<file path="config.mk">
export PLATFORM = sky130hd
export DESIGN_NAME = bitpack_z
export DESIGN_NICKNAME = d
export VERILOG_FILES = /design/src/rtl/bitpack_z_pkg.sv /design/src/rtl/bitpack_z_coeff_to_packed.sv /design/src/rtl/bitpack_z.sv
export SDC_FILE = /design/constraint.sdc
export NUM_CORES = 1
export LEC_CHECK = 0
export ABC_AREA = 1
export ABC_CLOCK_PERIOD_IN_PS = 2800
export CAP_MARGIN = 20
export CORE_UTILIZATION = 45
export DETAILED_ROUTE_END_ITERATION = 8
export SETUP_SLACK_MARGIN = 0.5
export SLEW_MARGIN = 25
export SYNTH_ARGS = -nofsm -noshare
export SYNTH_HDL_FRONTEND = slang
export SYNTH_SLANG_ARGS = --single-unit
</file>
<file path="constraint.sdc">
create_clock -name clk -period 2.8 [get_ports clk]
set_input_delay 0.28 -clock clk [delete_from_list [all_inputs] [get_ports clk]]
set_output_delay 0.28 -clock clk [all_outputs]
set_load 0.02 [all_outputs]
</file>
<file path="src/rtl/bitpack_z_pkg.sv">
// Shared dilithium parameters for the z-vector bit packer: modulus, gamma1
// exponent, packed coefficient width, BRAM word geometry and FSM state codes.
package bitpack_z_pkg;

  localparam int Q           = 8380417;
  localparam int GAMMA1      = 19;            // gamma1 = 2^GAMMA1
  localparam int C           = GAMMA1 + 1;    // packed bits per coefficient
  localparam int COEFF_WIDTH = 24;
  localparam int WORD_LEN    = 4 * COEFF_WIDTH;

  typedef logic [2:0] state_t;

  localparam state_t S_IDLE   = 3'd0;
  localparam state_t S_FETCH  = 3'd1;
  localparam state_t S_LOAD   = 3'd2;
  localparam state_t S_PACK   = 3'd3;
  localparam state_t S_EMIT   = 3'd4;
  localparam state_t S_FINISH = 3'd5;

endpackage

</file>
<file path="src/rtl/bitpack_z_coeff_to_packed.sv">
// coeff_to_packed: maps one stored coefficient c in [0,q) to the packed
// value gamma1 - c (mod q), truncated to GAMMA1+1 bits.
// Optional macro BITPACK_Z_RANGE_CHECK_EN adds a flag for coefficients that
// fall outside the legal z range (gamma1 < c < q-gamma1+1).
module coeff_to_packed #(
  parameter int GAMMA1      = 19,
  parameter int COEFF_WIDTH = 24
) (
  input  logic [COEFF_WIDTH-1:0] i_coeff,
  output logic [GAMMA1:0]        o_packed,
  output logic                   o_range_err
);
  import bitpack_z_pkg::*;

  localparam logic [COEFF_WIDTH:0] G1_V  = (COEFF_WIDTH+1)'(64'd1 << GAMMA1);
  localparam logic [COEFF_WIDTH:0] Q_V   = (COEFF_WIDTH+1)'(Q);
  localparam logic [COEFF_WIDTH:0] ONE_V = (COEFF_WIDTH+1)'(1);

  logic [COEFF_WIDTH:0] w_c;

  assign w_c = {1'b0, i_coeff};

  // Centred mapping; the +q branch keeps the intermediate non-negative.
  always_comb begin
    o_packed = '0;
    if (w_c <= G1_V) begin
      o_packed = (GAMMA1+1)'(G1_V - w_c);
    end else begin
      o_packed = (GAMMA1+1)'(G1_V + Q_V - w_c);
    end
  end

`ifdef BITPACK_Z_RANGE_CHECK_EN
  // Flag values that do not belong to a valid z polynomial.
  always_comb begin
    o_range_err = (w_c > G1_V) && (w_c < (Q_V - G1_V + ONE_V));
  end
`else
  assign o_range_err = 1'b0;
`endif

endmodule

</file>
<file path="src/rtl/bitpack_z.sv">
// bitpack_z: streams the BitPack encoding of vector z (L polynomials of N
// coefficients, GAMMA1+1 bits each) as DATA_OUT_BITS-wide words with a
// valid/ready handshake. One BRAM word (4 coefficients) is fetched only when
// the accumulator holds fewer than one output word, so reads never run ahead.
// Optional macro BITPACK_Z_RANGE_CHECK_EN enables the sticky range-error flag;
// without it err is constant 0.
module bitpack_z #(
  parameter int L             = 7,
  parameter int N             = 256,
  parameter int GAMMA1        = 19,
  parameter int COEFF_WIDTH   = 24,
  parameter int DATA_OUT_BITS = 64
) (
  input  logic                       clk,
  input  logic                       rst,
  input  logic                       i_start,
  output logic [8:0]                 o_addr_z,
  input  logic [4*COEFF_WIDTH-1:0]   i_dout_z,
  output logic [DATA_OUT_BITS-1:0]   o_data_out,
  output logic                       o_out_valid,
  input  logic                       i_out_ready,
  output logic                       o_out_last,
  output logic                       o_done,
  output logic                       o_err
);
  import bitpack_z_pkg::*;

  localparam int PACK_W  = GAMMA1 + 1;
  localparam int WORD_W  = 4 * COEFF_WIDTH;
  localparam int GROUP_W = 4 * PACK_W;
  // Buffer never holds a full output word before a group is appended.
  localparam int BUF_W   = DATA_OUT_BITS + GROUP_W;
  localparam int CNT_W   = $clog2(BUF_W + 1);
  localparam int NUM_OUT = (L * N * PACK_W) / DATA_OUT_BITS;
  localparam int WCNT_W  = $clog2(NUM_OUT + 1);

  localparam logic [WCNT_W-1:0] LAST_WORD = WCNT_W'(NUM_OUT - 1);
  localparam logic [WCNT_W-1:0] WCNT_ONE  = WCNT_W'(1);
  localparam logic [CNT_W-1:0]  GROUP_BITS = CNT_W'(GROUP_W);
  localparam logic [CNT_W-1:0]  OUT_BITS   = CNT_W'(DATA_OUT_BITS);

  state_t                    r_state;
  logic [8:0]                r_addr;
  logic [WORD_W-1:0]         r_coeffs;
  logic [BUF_W-1:0]          r_buf;
  logic [CNT_W-1:0]          r_cnt;
  logic [WCNT_W-1:0]         r_word_cnt;
  logic [DATA_OUT_BITS-1:0]  r_data_out;
  logic                      r_out_valid;
  logic                      r_out_last;
  logic                      r_done;
  logic                      r_err;

  logic [GROUP_W-1:0]        w_group;
  logic [3:0]                w_range;
  logic [BUF_W-1:0]          w_buf_packed;
  logic [CNT_W-1:0]          w_cnt_packed;
  logic [BUF_W-1:0]          w_buf_shift;
  logic [CNT_W-1:0]          w_cnt_shift;
  logic                      w_accept;
  logic                      w_is_last;

  genvar g;
  generate
    for (g = 0; g < 4; g++) begin : g_c2p
      coeff_to_packed #(
        .GAMMA1      (GAMMA1),
        .COEFF_WIDTH (COEFF_WIDTH)
      ) u_c2p (
        .i_coeff     (r_coeffs[g*COEFF_WIDTH +: COEFF_WIDTH]),
        .o_packed    (w_group[g*PACK_W +: PACK_W]),
        .o_range_err (w_range[g])
      );
    end
  endgenerate

  // Next buffer contents for the append (PACK) and drain (EMIT) cases.
  always_comb begin
    w_buf_packed = r_buf | (BUF_W'(w_group) << r_cnt);
    w_cnt_packed = r_cnt + GROUP_BITS;
    w_buf_shift  = r_buf >> DATA_OUT_BITS;
    w_cnt_shift  = r_cnt - OUT_BITS;
    w_accept     = r_out_valid & i_out_ready;
    w_is_last    = (r_word_cnt == LAST_WORD);
  end

  // Packing FSM, accumulator, output register and status flags.
  always_ff @(posedge clk) begin
    if (rst) begin
      r_state     <= S_IDLE;
      r_addr      <= 9'd0;
      r_coeffs    <= '0;
      r_buf       <= '0;
      r_cnt       <= '0;
      r_word_cnt  <= '0;
      r_data_out  <= '0;
      r_out_valid <= 1'b0;
      r_out_last  <= 1'b0;
      r_done      <= 1'b0;
      r_err       <= 1'b0;
    end else begin
      r_done <= 1'b0;
      case (r_state)
        S_IDLE: begin
          if (i_start) begin
            r_state    <= S_FETCH;
            r_addr     <= 9'd0;
            r_buf      <= '0;
            r_cnt      <= '0;
            r_word_cnt <= '0;
            r_err      <= 1'b0;
          end
        end
        S_FETCH: begin
          // Address is already on the bus; BRAM answers next cycle.
          r_state <= S_LOAD;
        end
        S_LOAD: begin
          r_coeffs <= i_dout_z;
          r_state  <= S_PACK;
        end
        S_PACK: begin
          r_buf <= w_buf_packed;
          r_cnt <= w_cnt_packed;
          r_err <= r_err | (|w_range);
          if (w_cnt_packed >= OUT_BITS) begin
            r_data_out  <= w_buf_packed[DATA_OUT_BITS-1:0];
            r_out_valid <= 1'b1;
            r_out_last  <= w_is_last;
            r_state     <= S_EMIT;
          end else begin
            r_addr  <= r_addr + 9'd1;
            r_state <= S_FETCH;
          end
        end
        S_EMIT: begin
          // Outputs hold while the sink stalls.
          if (w_accept) begin
            r_buf      <= w_buf_shift;
            r_cnt      <= w_cnt_shift;
            r_word_cnt <= r_word_cnt + WCNT_ONE;
            if (w_is_last) begin
              r_out_valid <= 1'b0;
              r_out_last  <= 1'b0;
              r_done      <= 1'b1;
              r_state     <= S_FINISH;
            end else if (w_cnt_shift >= OUT_BITS) begin
              r_data_out <= w_buf_shift[DATA_OUT_BITS-1:0];
              r_out_last <= ((r_word_cnt + WCNT_ONE) == LAST_WORD);
            end else begin
              r_out_valid <= 1'b0;
              r_out_last  <= 1'b0;
              r_addr      <= r_addr + 9'd1;
              r_state     <= S_FETCH;
            end
          end
        end
        S_FINISH: begin
          // done is high during this cycle; a start here is not honoured.
          r_state <= S_IDLE;
        end
        default: begin
          r_state <= S_IDLE;
        end
      endcase
    end
  end

  assign o_addr_z    = r_addr;
  assign o_data_out  = r_data_out;
  assign o_out_valid = r_out_valid;
  assign o_out_last  = r_out_last;
  assign o_done      = r_done;
  assign o_err       = r_err;

endmodule

</file>
==> impl_results.md <==
* Number of DRC markers in iteration 0 at 2580
* HP Class: input port to register
* Layout net count at 3780
* Time the worst path needs with I/O delays and setup at 2.359 ns
* Data arrival at the endpoint of the critical path at 2.85 ns
* Met3 WL at 7741 µm
* Cell repeated most along the worst path: sky130_fd_sc_hd__nand2_1
* Design area at 27410 µm²
* Crit path cell chain: inv_4 -> ha_4 -> nand2_4 -> nor2_8 -> nand3_4 -> nand2_8 -> clkinv_8 -> nand2_2 -> nand3_1 -> nand2_1 -> nand2_1 -> o21bai_1 -> nand2_1 -> a21oi_1
* Netlist area before placement at 21090 µm²
* Number of cells in the finished layout apart from fillers at 4297
* Top Metal Used: met4
* DRC violations left at 0
* Slowest cell delay on critical path at 0.34 ns
* Post-synthesis sequential element count at 333
* Final TNS setup at 0 ns
* Post-cts hold buffer count at 0
* Fillers at 4364
* Clock transition time at the flip-flop clock pins of the worst setup and hold paths at 0.06 ns
* Number of buffers created by CTS at 40
* Peak clock frequency supported by timing at 0.4238 GHz
* Total Wirelength at 93810 µm
* Aggregate global routing overflow at 0
* Mean instance size in the synthesized netlist at 6.036 µm²
* Outcome: finished, final reports clean
* Final Hold Fails at 0
* Area after detailed placement at 23570 µm²
* Unrepaired setup endpoints after global routing: true
* Worst setup path category: register to register
* Max-slew headroom at 0.5808
* Total I/O pin count at 177
* Standard-cell row count at 78
* Pins Over Slew Limit at 0
* Average routed wire per standard cell at 21.83 µm
* Pin count of the biggest net entering global routing at 101
* Clock tree from TritonCTS: done
* RD Place Congestion at 1.034
* Maximum count of clock buffers along a single path at 3
* Via count at 25238
* Setup Viol. Count Final at 0
* Part of the cycle the worst path needs at 0.8426
* Fraction of layout cells with a size suffix above 1 at 0.1799
* Type of origin of the critical path: register
* Count of buffer and inverter cells on the critical path at 2
* Global-route wire length before repair at 140600 µm
* Library cell used as clock root buffer: sky130_fd_sc_hd__clkbuf_16
* Share of synthesized area occupied by flip-flops and latches at 0.3161
* Area of the core at 45770 µm²
* Crit path required time at 3.30 ns
* Vertical extent of the die at 218.5 µm
* Area growth from synthesis to final layout at 29.97%
* Standard cell with the maximum stage delay on the critical path: sky130_fd_sc_hd__dfxtp_2
* Net count after synthesis at 3607
* Port Buf Inserts at 175
* Actual slew at the worst max-slew pin at 0.6288 ns
* Number of violations of the max-capacitance limit at 0
* Final hold slack at 0.2998 ns
* Overall die area at 47730 µm²
* Placed Instances at 4159
* Worst-path fanout max at 8
* Unique cell type count in the Yosys netlist at 45
* Antenna violations before repair at 0
* Antenna Violating Nets Remaining at 0
* Yosys warnings at 0
* Cell family with most CP delay: simple AND/OR/NAND/NOR gates
* Met1 WL at 37730 µm
* Worst-skew pair later-pin latency at 0.57 ns
* Crit end category: register
* Synthesized instance count at 3494
* Number of global-route vias before repair at 23720
* Starting density of the core at 0.4607
* Met2 routed WL at 42850 µm
* Detailed placer's ending HPWL at 66770 µm
* Clock sink count at 333
* Max H-tree Level at 2
* Detailed-routing iteration count for the pre-antenna-repair pass at 7
* Width of the die at 218.5 µm
* GRT Overall Usage at 0.3828
* Clk_skew at 0.01898 ns
* DR vias/cell at 5.873
[logic make-up after synthesis]
group / Yosys count / synth area share
simple gates: 1919 / 0.3873
compound gates: 684 / 0.1707
buf+inv: 483 / 0.09267
flops: 333 / 0.3161
xor+xnor: 61 / 0.02533
fa+ha+maj: 13 / 0.007713
other cells: 1 / 0.0001778
[path summary, 6_finish.rpt]
path	startpoint	slack, ns	depth (start not counted)	end
max reg2reg	r_coeffs[1]	0.44	14	o_data_out[28]
min reg2reg	r_buf[140]	0.45	2	r_buf[140]
min	i_dout_z[47]	0.30	3	r_coeffs[47]
max	r_coeffs[1]	0.44	14	o_data_out[28]
[placed cells by master (no fill, tap or decap), drive strengths merged, types with 12 or more instances in the layout]
cell / n
clkdlybuf4s50: 175
nand3: 461
nand2: 964
buf: 145
inv: 287
nor2: 439
ha: 13
xor2: 54
clkbuf: 59
a21oi: 343
nor3: 12
o21bai: 31
o21ai: 294
dfxtp: 333
nand4: 39
[synth_stat cells]
cell type | number | area, µm²
sky130_fd_sc_hd__buf_12 | 1 | 20.02
sky130_fd_sc_hd__nor2_8 | 1 | 20.02
sky130_fd_sc_hd__o22ai_1 | 7 | 43.79
sky130_fd_sc_hd__o21ai_0 | 283 | 1416
sky130_fd_sc_hd__xnor2_1 | 7 | 61.31
sky130_fd_sc_hd__buf_1 | 28 | 105.1
sky130_fd_sc_hd__a32o_1 | 1 | 10.01
sky130_fd_sc_hd__a211oi_1 | 4 | 30.03
sky130_fd_sc_hd__ha_1 | 13 | 162.7
sky130_fd_sc_hd__buf_6 | 4 | 45.04
sky130_fd_sc_hd__o211ai_1 | 2 | 15.01
sky130_fd_sc_hd__nand2_2 | 9 | 56.30
sky130_fd_sc_hd__buf_2 | 48 | 240.2
sky130_fd_sc_hd__nand4_1 | 39 | 244.0
sky130_fd_sc_hd__o21bai_2 | 11 | 123.9
sky130_fd_sc_hd__or2_2 | 1 | 6.260
sky130_fd_sc_hd__a21oi_2 | 4 | 35.03
sky130_fd_sc_hd__inv_2 | 9 | 33.78
sky130_fd_sc_hd__nor2_4 | 8 | 90.09
sky130_fd_sc_hd__nor2_1 | 411 | 1543
sky130_fd_sc_hd__clkinv_1 | 2 | 7.510
sky130_fd_sc_hd__nor2_2 | 18 | 112.6
sky130_fd_sc_hd__nand3_1 | 453 | 2267
sky130_fd_sc_hd__a221oi_1 | 1 | 8.760
sky130_fd_sc_hd__nand2_8 | 1 | 20.02
sky130_fd_sc_hd__buf_4 | 8 | 60.06
sky130_fd_sc_hd__conb_1 | 1 | 3.750
sky130_fd_sc_hd__nand3_4 | 2 | 35.03
sky130_fd_sc_hd__and2_1 | 3 | 18.77
sky130_fd_sc_hd__inv_6 | 1 | 8.760
sky130_fd_sc_hd__xor2_1 | 54 | 473.0
sky130_fd_sc_hd__a21o_1 | 1 | 7.510
sky130_fd_sc_hd__o21bai_1 | 20 | 150.1
sky130_fd_sc_hd__nand3_2 | 6 | 60.06
sky130_fd_sc_hd__nor4_1 | 2 | 12.51
sky130_fd_sc_hd__a21oi_1 | 339 | 1697
sky130_fd_sc_hd__nor3_1 | 12 | 60.06
sky130_fd_sc_hd__clkbuf_1 | 107 | 401.6
sky130_fd_sc_hd__dfxtp_1 | 333 | 6666
sky130_fd_sc_hd__nand3b_1 | 2 | 15.01
sky130_fd_sc_hd__o21ai_2 | 2 | 17.52
sky130_fd_sc_hd__nand2_4 | 5 | 56.30
sky130_fd_sc_hd__inv_1 | 275 | 1032
sky130_fd_sc_hd__o21ai_1 | 9 | 45.04
sky130_fd_sc_hd__nand2_1 | 946 | 3551
[through the flow]
stage	setup WS (ns)	util
4_1_cts	0.4323	0.5654
6_report	0.4406	0.5988
3_3_place_gp	0.1366	0.5150
5_1_grt	0.3050	0.5988
2_1_floorplan	0.5986	-
3_5_place_dp	0.07765	0.5150
[state kept, by name (all words and copies together), names as in the netlist]
signal       count
r_buf          144
o_done           1
o_data_out      64
o_out_valid      1
o_addr_z         9
r_state          3
r_cnt            4
o_out_last       1
r_word_cnt      10
r_coeffs        96
[timing repair]
item                                    in CTS  in global routing
endpoints found under the setup margin     208                218
cloned                                       3                  4
setup buffers                               21                 37
resized for setup                          182                320
hold endpoints to repair                     0                  0
pin swaps                                   28                 76
[worst reg2reg max path, cell delays in order (launching register included)]
cell and delay, ns:
sky130_fd_sc_hd__dfxtp_2 0.34, sky130_fd_sc_hd__inv_4 0.09, sky130_fd_sc_hd__ha_4 0.16, sky130_fd_sc_hd__nand2_4 0.07, sky130_fd_sc_hd__nor2_8 0.15, sky130_fd_sc_hd__nand3_4 0.19, sky130_fd_sc_hd__nand2_8 0.18, sky130_fd_sc_hd__clkinv_8 0.11
sky130_fd_sc_hd__nand2_2 0.13, sky130_fd_sc_hd__nand3_1 0.16, sky130_fd_sc_hd__nand2_1 0.13, sky130_fd_sc_hd__nand2_1 0.12, sky130_fd_sc_hd__o21bai_1 0.24, sky130_fd_sc_hd__nand2_1 0.08, sky130_fd_sc_hd__a21oi_1 0.15
[area by class of cell]
type | instances | area (µm²) | area share
inverter | 287 | 1127 | 0.04113
multi-input combinational | 2682 | 14280 | 0.5211
tap | 600 | 750.7 | 0.02739
timing repair inverter | 1 | 11.26 | 0.0004108
clock inverter | 14 | 171.4 | 0.006254
timing repair buffer | 322 | 3192 | 0.1165
sequential | 333 | 6716 | 0.2450
antenna | 1 | 2.502 | 0.00009130
clock buffer | 57 | 1155 | 0.04213
[metal layers]
layer  global-route usage  vias to the layer above
met4               0.2086                        0
met1               0.4786                    12041
met3              0.07196                      276
met5                    0                        -
met2               0.6189                     1173
li1                     -                    11748
Power is left out: the tool's default activity adds up to more than one toggle a clock period on the data nets, which glitch-free logic cannot reach.
